--- config.mk ---
export PLATFORM = sky130hd
export DESIGN_NAME = lsm_sequencer
export DESIGN_NICKNAME = d
export VERILOG_FILES = /design/src/rtl/lsm_sequencer.sv
export SDC_FILE = /design/constraint.sdc
export NUM_CORES = 1
export LEC_CHECK = 0
export ABC_AREA = 1
export BUFFER_PORTS_ARGS = -buffer_cell sky130_fd_sc_hd__clkbuf_2
export CAP_MARGIN = 20
export CORE_ASPECT_RATIO = 1.4
export CORE_UTILIZATION = 55
export DETAILED_ROUTE_END_ITERATION = 8
export PLACE_DENSITY = 0.79
export SYNTH_ARGS = -nofsm -noshare
export SYNTH_HDL_FRONTEND = slang
export SYNTH_SLANG_ARGS = --single-unit
--- constraint.sdc ---
create_clock -name CLK -period 14.6 [get_ports CLK]
set_clock_uncertainty 0.15 [all_clocks]
set_input_delay 0.73 -clock CLK [delete_from_list [all_inputs] [get_ports CLK]]
set_output_delay 0.73 -clock CLK [all_outputs]
set_load 0.02 [all_outputs]
--- src/rtl/lsm_sequencer.sv ---
// Load/Store Multiple sequencer: latches an LDM/STM register list, computes
// start and writeback addresses for IA/IB/DA/DB, then walks the list R0..R15
// issuing one memory request per selected register at ascending addresses.
module lsm_sequencer #(
  parameter int AW         = 32,
  parameter int WORD_BYTES = 4
) (
  input  logic          CLK,
  input  logic          CLR,
  input  logic          LSM_START,
  input  logic          IR_23,
  input  logic          IR_24,
  input  logic          IR_20,
  input  logic [15:0]   REG_LIST,
  input  logic [AW-1:0] BASE_ADDR,
  input  logic          MEM_DONE,
  output logic          LSM_BUSY,
  output logic          LSM_REQ,
  output logic          LSM_RW,
  output logic [3:0]    LSM_REG,
  output logic [AW-1:0] LSM_ADDR,
  output logic [AW-1:0] LSM_WB_ADDR,
  output logic [4:0]    LSM_COUNT,
  output logic          LSM_DONE
);

  typedef enum logic [2:0] {
    S_IDLE,
    S_COUNT,
    S_CHECK,
    S_XFER,
    S_DONE
  } state_t;

  state_t        state;
  state_t        state_nxt;
  logic [15:0]   list_q;
  logic [AW-1:0] base_q;
  logic [AW-1:0] cur_addr;
  logic          u_q;
  logic          p_q;
  logic [3:0]    ptr;
  logic [4:0]    pop;
  logic [AW-1:0] span;
  logic [AW-1:0] step;

  assign step = AW'(WORD_BYTES);
  assign span = AW'(pop) * step;

  // Request, busy and done decode straight from state so an asynchronous
  // reset removes them in the same instant.
  assign LSM_REQ  = (state == S_XFER);
  assign LSM_BUSY = (state != S_IDLE);
  assign LSM_DONE = (state == S_DONE);

  // Number of selected registers in the latched list.
  always_comb begin
    pop = '0;
    for (int unsigned i = 0; i < 16; i++) begin
      pop = pop + 5'(list_q[i]);
    end
  end

  // State register.
  always_ff @(posedge CLK or negedge CLR) begin
    if (!CLR) state <= S_IDLE;
    else      state <= state_nxt;
  end

  // Next-state logic.
  always_comb begin
    state_nxt = state;
    case (state)
      S_IDLE:  if (LSM_START) state_nxt = S_COUNT;
      S_COUNT: state_nxt = (pop == 5'd0) ? S_DONE : S_CHECK;
      S_CHECK: begin
        if (list_q[ptr])       state_nxt = S_XFER;
        else if (ptr == 4'hF)  state_nxt = S_DONE;
      end
      S_XFER: begin
        if (MEM_DONE) state_nxt = (ptr == 4'hF) ? S_DONE : S_CHECK;
      end
      S_DONE:  state_nxt = S_IDLE;
      default: state_nxt = S_IDLE;
    endcase
  end

  // Operand latching, address computation and list pointer.
  always_ff @(posedge CLK or negedge CLR) begin
    if (!CLR) begin
      list_q      <= '0;
      base_q      <= '0;
      cur_addr    <= '0;
      u_q         <= 1'b0;
      p_q         <= 1'b0;
      ptr         <= '0;
      LSM_RW      <= 1'b0;
      LSM_REG     <= '0;
      LSM_ADDR    <= '0;
      LSM_WB_ADDR <= '0;
      LSM_COUNT   <= '0;
    end else begin
      case (state)
        S_IDLE: begin
          if (LSM_START) begin
            list_q <= REG_LIST;
            base_q <= BASE_ADDR;
            u_q    <= IR_23;
            p_q    <= IR_24;
            LSM_RW <= IR_20;
            ptr    <= '0;
          end
        end
        S_COUNT: begin
          LSM_COUNT   <= pop;
          LSM_WB_ADDR <= u_q ? (base_q + span) : (base_q - span);
          // Decrementing modes still transfer upward, so they start at the
          // lowest address of the block.
          case ({u_q, p_q})
            2'b10:   cur_addr <= base_q;
            2'b11:   cur_addr <= base_q + step;
            2'b00:   cur_addr <= base_q - span + step;
            default: cur_addr <= base_q - span;
          endcase
        end
        S_CHECK: begin
          if (list_q[ptr]) begin
            LSM_REG  <= ptr;
            LSM_ADDR <= cur_addr;
          end else if (ptr != 4'hF) begin
            ptr <= ptr + 4'd1;
          end
        end
        S_XFER: begin
          if (MEM_DONE) begin
            cur_addr <= cur_addr + step;
            if (ptr != 4'hF) ptr <= ptr + 4'd1;
          end
        end
        default: ;
      endcase
    end
  end

endmodule

Yosys cells after proc, flatten, opt, wreduce, memory -nomap -nowiden
Index checks and enable logic that the tools add are counted.
- add/sub/neg operators: 21
- order comparisons: 1
- equal/unequal tests: 12
- multiplexer cells: 18
- reduce and logical (&&, ||, !) cells: 11
- operator list (cell ; count):
    $add 32x3->32 const B ; 3
    $pmux 32 s3 ; 1
    $mux 32 ; 2
    $pmux 32 s2 ; 1
    $add 5x1->5 ; 11
    $add 32x7->32 ; 1
    $sub 32x7->32 ; 1
    $mux 3 ; 6
    $mux 4 ; 4
    $pmux 3 s4 ; 1
    $pmux 4 s3 ; 1
    $eq 3x2->1 const B ; 2
    $ne 2x2->1 const B ; 3
    $reduce_and 2->1 ; 3
    $reduce_bool 3->1 ; 2
    $add 4x1->5 ; 1
    $logic_not 5->1 ; 1
    $lt 4x5->1 const B ; 1
    $add 3x1->4 ; 1
    $add 4x1->4 const B ; 1
    $bmux 1 s4 ; 1
    $eq 2x2->1 const B ; 2
    $eq 4x4->1 const B ; 1
    $ne 4x4->1 const B ; 1
    other kinds (11) ; 11
- register bits after elaboration: 163
- input port bits: 55
- output and inout port bits: 77
- logic and storage cells: 75

Logic depth before layout (Yosys ltp)
- depth in word-level cells: 19
- depth in mapped cells: 35
- gate-level depth less buffers: 34

Least setup slack after synthesis
OpenSTA, ideal clock, no wires.
- path type: flip-flop to flip-flop
- start point: reg list_q[0]
- end point: reg cur_addr[24]
- library setup time: 0.073 ns
- arrival time: 5.186 ns
- required time: 14.377 ns
- setup slack: 9.191 ns
- stages on the path, launching flop included: 28
- buffers on the path: 0
- clock period less this slack: 5.409 ns
- path through: dfrtp_1 inv_1 fa_1 fa_1 fa_1 fa_1 inv_1 ha_1 inv_1 fa_1 fa_1 nand2_1 o21ai_2 ha_1 inv_1 nor2_2 nand3_2 nor2_4 nand3_4 nor2_4 nand3_4 nor2_4 nand2_1 nand2_1 nand3_1 nand2_1 nand2_1 a21oi_2
- word-level cells in the longest chain between the ends: 19
- ends and longest elaborated chain (element ; RTL line ; RTL):
    start: declaration ; 37 ; logic [15:0] list_q;
    start signal: assignment ; 91 ; list_q <= '0;
    start signal: assignment ; 106 ; list_q <= REG_LIST;
    $add 1x1->2 (*) ; 60 ; pop = pop + 5'(list_q[i]);
    $add 2x1->3 (*) ; 60 ;
    $add 3x1->4 (*) ; 60 ;
    $add 4x1->5 (*) ; 60 ;
    $add 5x1->5 (*) (11 in series) ; 60 ;
    $sub 32x7->32 (*) ; 122, 123 ;
    $add 32x3->32 ; 122 ; 2'b00: cur_addr <= base_q - span + step;
    $pmux 32 s3 (*) ; 119 ; case ({u_q, p_q})
    $pmux 32 s2 (*) ; 103 ; case (state)
    end signal: assignment ; 120 ; 2'b10: cur_addr <= base_q;
    end signal: assignment ; 122 ;
    end signal: assignment ; 123 ; default: cur_addr <= base_q - span;
    end: declaration ; 39 ; logic [AW-1:0] cur_addr;
Mark *: on every way between the ends. The rest lies on a longest branch, timed or not.
A chain may end at the register's enable or synchronous reset.

Worst setup path after layout
- start point: reg list_q[0]
- end point: reg cur_addr[31]
- word-level cells in the longest chain between the ends: 19
- ends and longest elaborated chain (element ; RTL line ; RTL):
    $add 1x1->2 (*) ; 60 ;
    $add 2x1->3 (*) ; 60 ;
    $add 3x1->4 (*) ; 60 ;
    $add 4x1->5 (*) ; 60 ;
    $add 5x1->5 (*) (11 in series) ; 60 ;
    named net pop[3] ; 43 ; logic [4:0] pop;
    $sub 32x7->32 (*) ; 122, 123 ;
    $add 32x3->32 ; 122 ;
    $pmux 32 s3 (*) ; 119 ;
    $pmux 32 s2 (*) ; 103 ;
Mark *: on every way through the listed nets, which the timed path passes. The rest lies on a longest branch.

==> qor.yml <==
synthesis:
  syn_area_mm2: 0.01258
  syn_area_per_cell_um2: 6.922
  synth_seq_area_share_pct: 32.41
  ys_top_cells_by_count: "nand2_1, inv_1, nand3_1"
  synthCells: 1818
  ys.flop_type: "dfrtp_1"
  ys_top_cells_by_area: "dfrtp_1, nand2_1, nand3_1"
  yosys_warnings: 0
  netlist.area_leader.share_pct: 32.41
  synth_cell_types: 57
  syn_nets: 1907
  ys_async_sr_fraction_pct: 100.0
  synth-seq-cells: 163
  yosys.area.top_type: "dfrtp_1"
  synth-edff-count: 0
  synth.most_common_cell: "nand2_1"
worst_setup_path:
  arrival_ns: 6.89
  r2r_slack_ns: 7.94
  worst_path_most_repeated_cell: "nand2_1"
  r2r_end: "cur_addr[31]$_DFFE_PN0P_"
  rr_startpoint: "list_q[0]$_DFFE_PN0P_"
  required_ns: 14.83
  setup.worst_path.end: "cur_addr[31]$_DFFE_PN0P_"
  end_kind: "flop"
  path_class: "flop to flop"
  cp_max_fo: 8
  startpoint_type: "flop"
  r2r_cells: 30
  crit_path_start: "list_q[0]$_DFFE_PN0P_"
  max_stage_delay_ns: 0.57
  slowest_stage: "fa_1"
routing:
  drt_iter0_markers: 1075
  final_antenna_net_count: 0
  wire_per_inst_um: 19.42
  vias: 12626
  drt-pass1-iter-count: 6
  drt_wl_total_mm: 42.96
  viasPerCell: 5.708
  drc: 0
die:
  initial_core_util_pct: 55.86
  fp.dieArea_mm2: 0.02350
  die_y_um: 181.0
  die_w_um: 129.8
  ioPinCount: 132
  coreArea_mm2: 0.02253
  num_rows: 65
global_routing:
  first_global_vias: 12008
  grt_usage_pct: 38.03
  grt_first_pass_wirelength_mm: 66.66
  gr-total-overflow: 0
  grt_max_degree: 100
  grt_antenna_before_repair: 0
cts:
  post-cts-setup-buffers: 0
  ctsResizeCount: 0
  clk_latency_ns: 0.45
  cts_inserted_buffers: 17
  tritoncts: "done"
  hold_buffers: 0
  cts_htree_levels: 4
  clk_pin_slew_ns: 0.07
  cts-root-buf: "clkbuf_16"
  clock_path_buffers: 2
  cts_sinks: 163
hold_path:
  min_path_type: "input port to asynchronous set/reset pin"
flow_run:
  max-cap-violations: 0
sta:
  tightest_slew_ns: 0.9964
  max_freq_mhz: 150.1
  setup_violations: 0
  fin_crit_ns: 6.662
  worst_slack_ns: 7.938
  relSlewSlack_pct: 32.96
  rsz0062_at_grt: "no"
  slew_viol_final: 0
  hold_viol_final: 0
  fin_crit_sh_pct: 45.63
  fin_setup_tns_ns: 0
placed_design:
  dp_slack_ns: 8.084
  hpwl_mm: 32.87
  gp_congestion: 1.007
  place_area_mm2: 0.01331
  port_buffers: 131
finish:
  num-fill-cells: 2128
  drive_above_1_share_pct: 18.21
  design_area_mm2: 0.01386
  nNetsFinal: 1987
  multi_input_area_mm2: 0.007312
  n_antenna_cell: 0
  syn2layout_area_growth_pct: 10.10
  regArea_mm2: 0.004079
status:
  outcome: "finished clean"
[state kept, by name, indices dropped and copies added, names as in the netlist]
register     count
LSM_ADDR        32
LSM_WB_ADDR     32
base_q          32
cur_addr        32
list_q          16
LSM_COUNT        5
LSM_REG          4
ptr              4
state            3
LSM_RW           1
p_q              1
u_q              1
[placed cells by master (no fill, tap or decap), types with 5 or more instances in the layout]
master,count
nand2_1,479
inv_1,184
nand3_1,165
dfrtp_1,163
o21ai_0,152
nor2_1,134
clkbuf_2,130
a21oi_1,84
nand2_2,38
nor2_2,33
nor2_4,27
nand4_1,25
nor3_1,23
ha_1,22
xor2_1,19
a31oi_1,19
inv_2,18
o21ai_1,17
clkbuf_16,17
nand3_2,14
buf_4,14
nand2_4,13
fa_1,12
o21a_1,11
o211ai_1,11
a21oi_2,9
a22oi_1,6
mux2_1,5
[critical path, delay by kind of cell, from the launching register on]
kind,cells,cell delay [ns]
flip-flops,1,0.34
buffers and inverters,4,0.32
AO/OA/AOI/OAI,3,0.35
adder cells (fa/ha/maj),6,2.81
XOR/XNOR,1,0.35
AND/OR/NAND/NOR,16,2.30
[metal layers]
layer  track usage [%]  vias to the layer above  part of all wire [%]
met3             4.383                      113                   6.9
met5                 0                        -                     0
met1             49.05                     5872                    40
met2             60.86                      559                    47
met4             22.47                        0                   5.8
li1                  -                     6082                     -
[per-stage QoR]
stage                     util [%]  instances  hold WS (ns)
final                        61.51       2212        0.1891
after global routing         61.51       2212        0.2877
after CTS                    61.51       2212        0.2479
after detailed placement     59.09       2180        0.3128
after global placement       59.09       2180        0.3073
after floorplan                  -       1818        0.2844
[cell type report]
| type | instances | area share [%] |
|---|---|---|
| clock buffer | 20 | 3.224 |
| multi-input combinational | 1365 | 52.77 |
| inverter | 206 | 5.608 |
| tap | 301 | 2.718 |
| timing repair buffer | 145 | 5.535 |
| clock inverter | 12 | 0.7044 |
| sequential | 163 | 29.44 |
[logic make-up (layout without fill, tap and decap cells)]
group	after synthesis	count (layout)	synth area share, %
flops	163	163	32.41
fa+ha+maj	34	34	4.096
compound gates	332	332	14.80
xor+xnor	22	22	1.531
buf+inv	290	383	9.555
mux	5	5	0.4474
simple gates	972	972	37.15
[worst min-delay path by stage]
stage                                 end  slack [ns]  cells past startpoint                  startpoint
6_report         LSM_ADDR[10]$_DFFE_PN0P_        0.19                      1                         CLR
5_1_grt          LSM_ADDR[10]$_DFFE_PN0P_        0.29                      1                         CLR
4_1_cts          LSM_ADDR[10]$_DFFE_PN0P_        0.25                      1                         CLR
3_5_place_dp     LSM_ADDR[21]$_DFFE_PN0P_        0.31                      2    LSM_ADDR[21]$_DFFE_PN0P_
3_3_place_gp   LSM_WB_ADDR[1]$_DFFE_PN0P_        0.31                      2  LSM_WB_ADDR[1]$_DFFE_PN0P_
2_1_floorplan     LSM_ADDR[0]$_DFFE_PN0P_        0.28                      0                         CLR
Power is not shown: default switching activity piles up to over one toggle a cycle in this logic, so the estimate is an artifact.
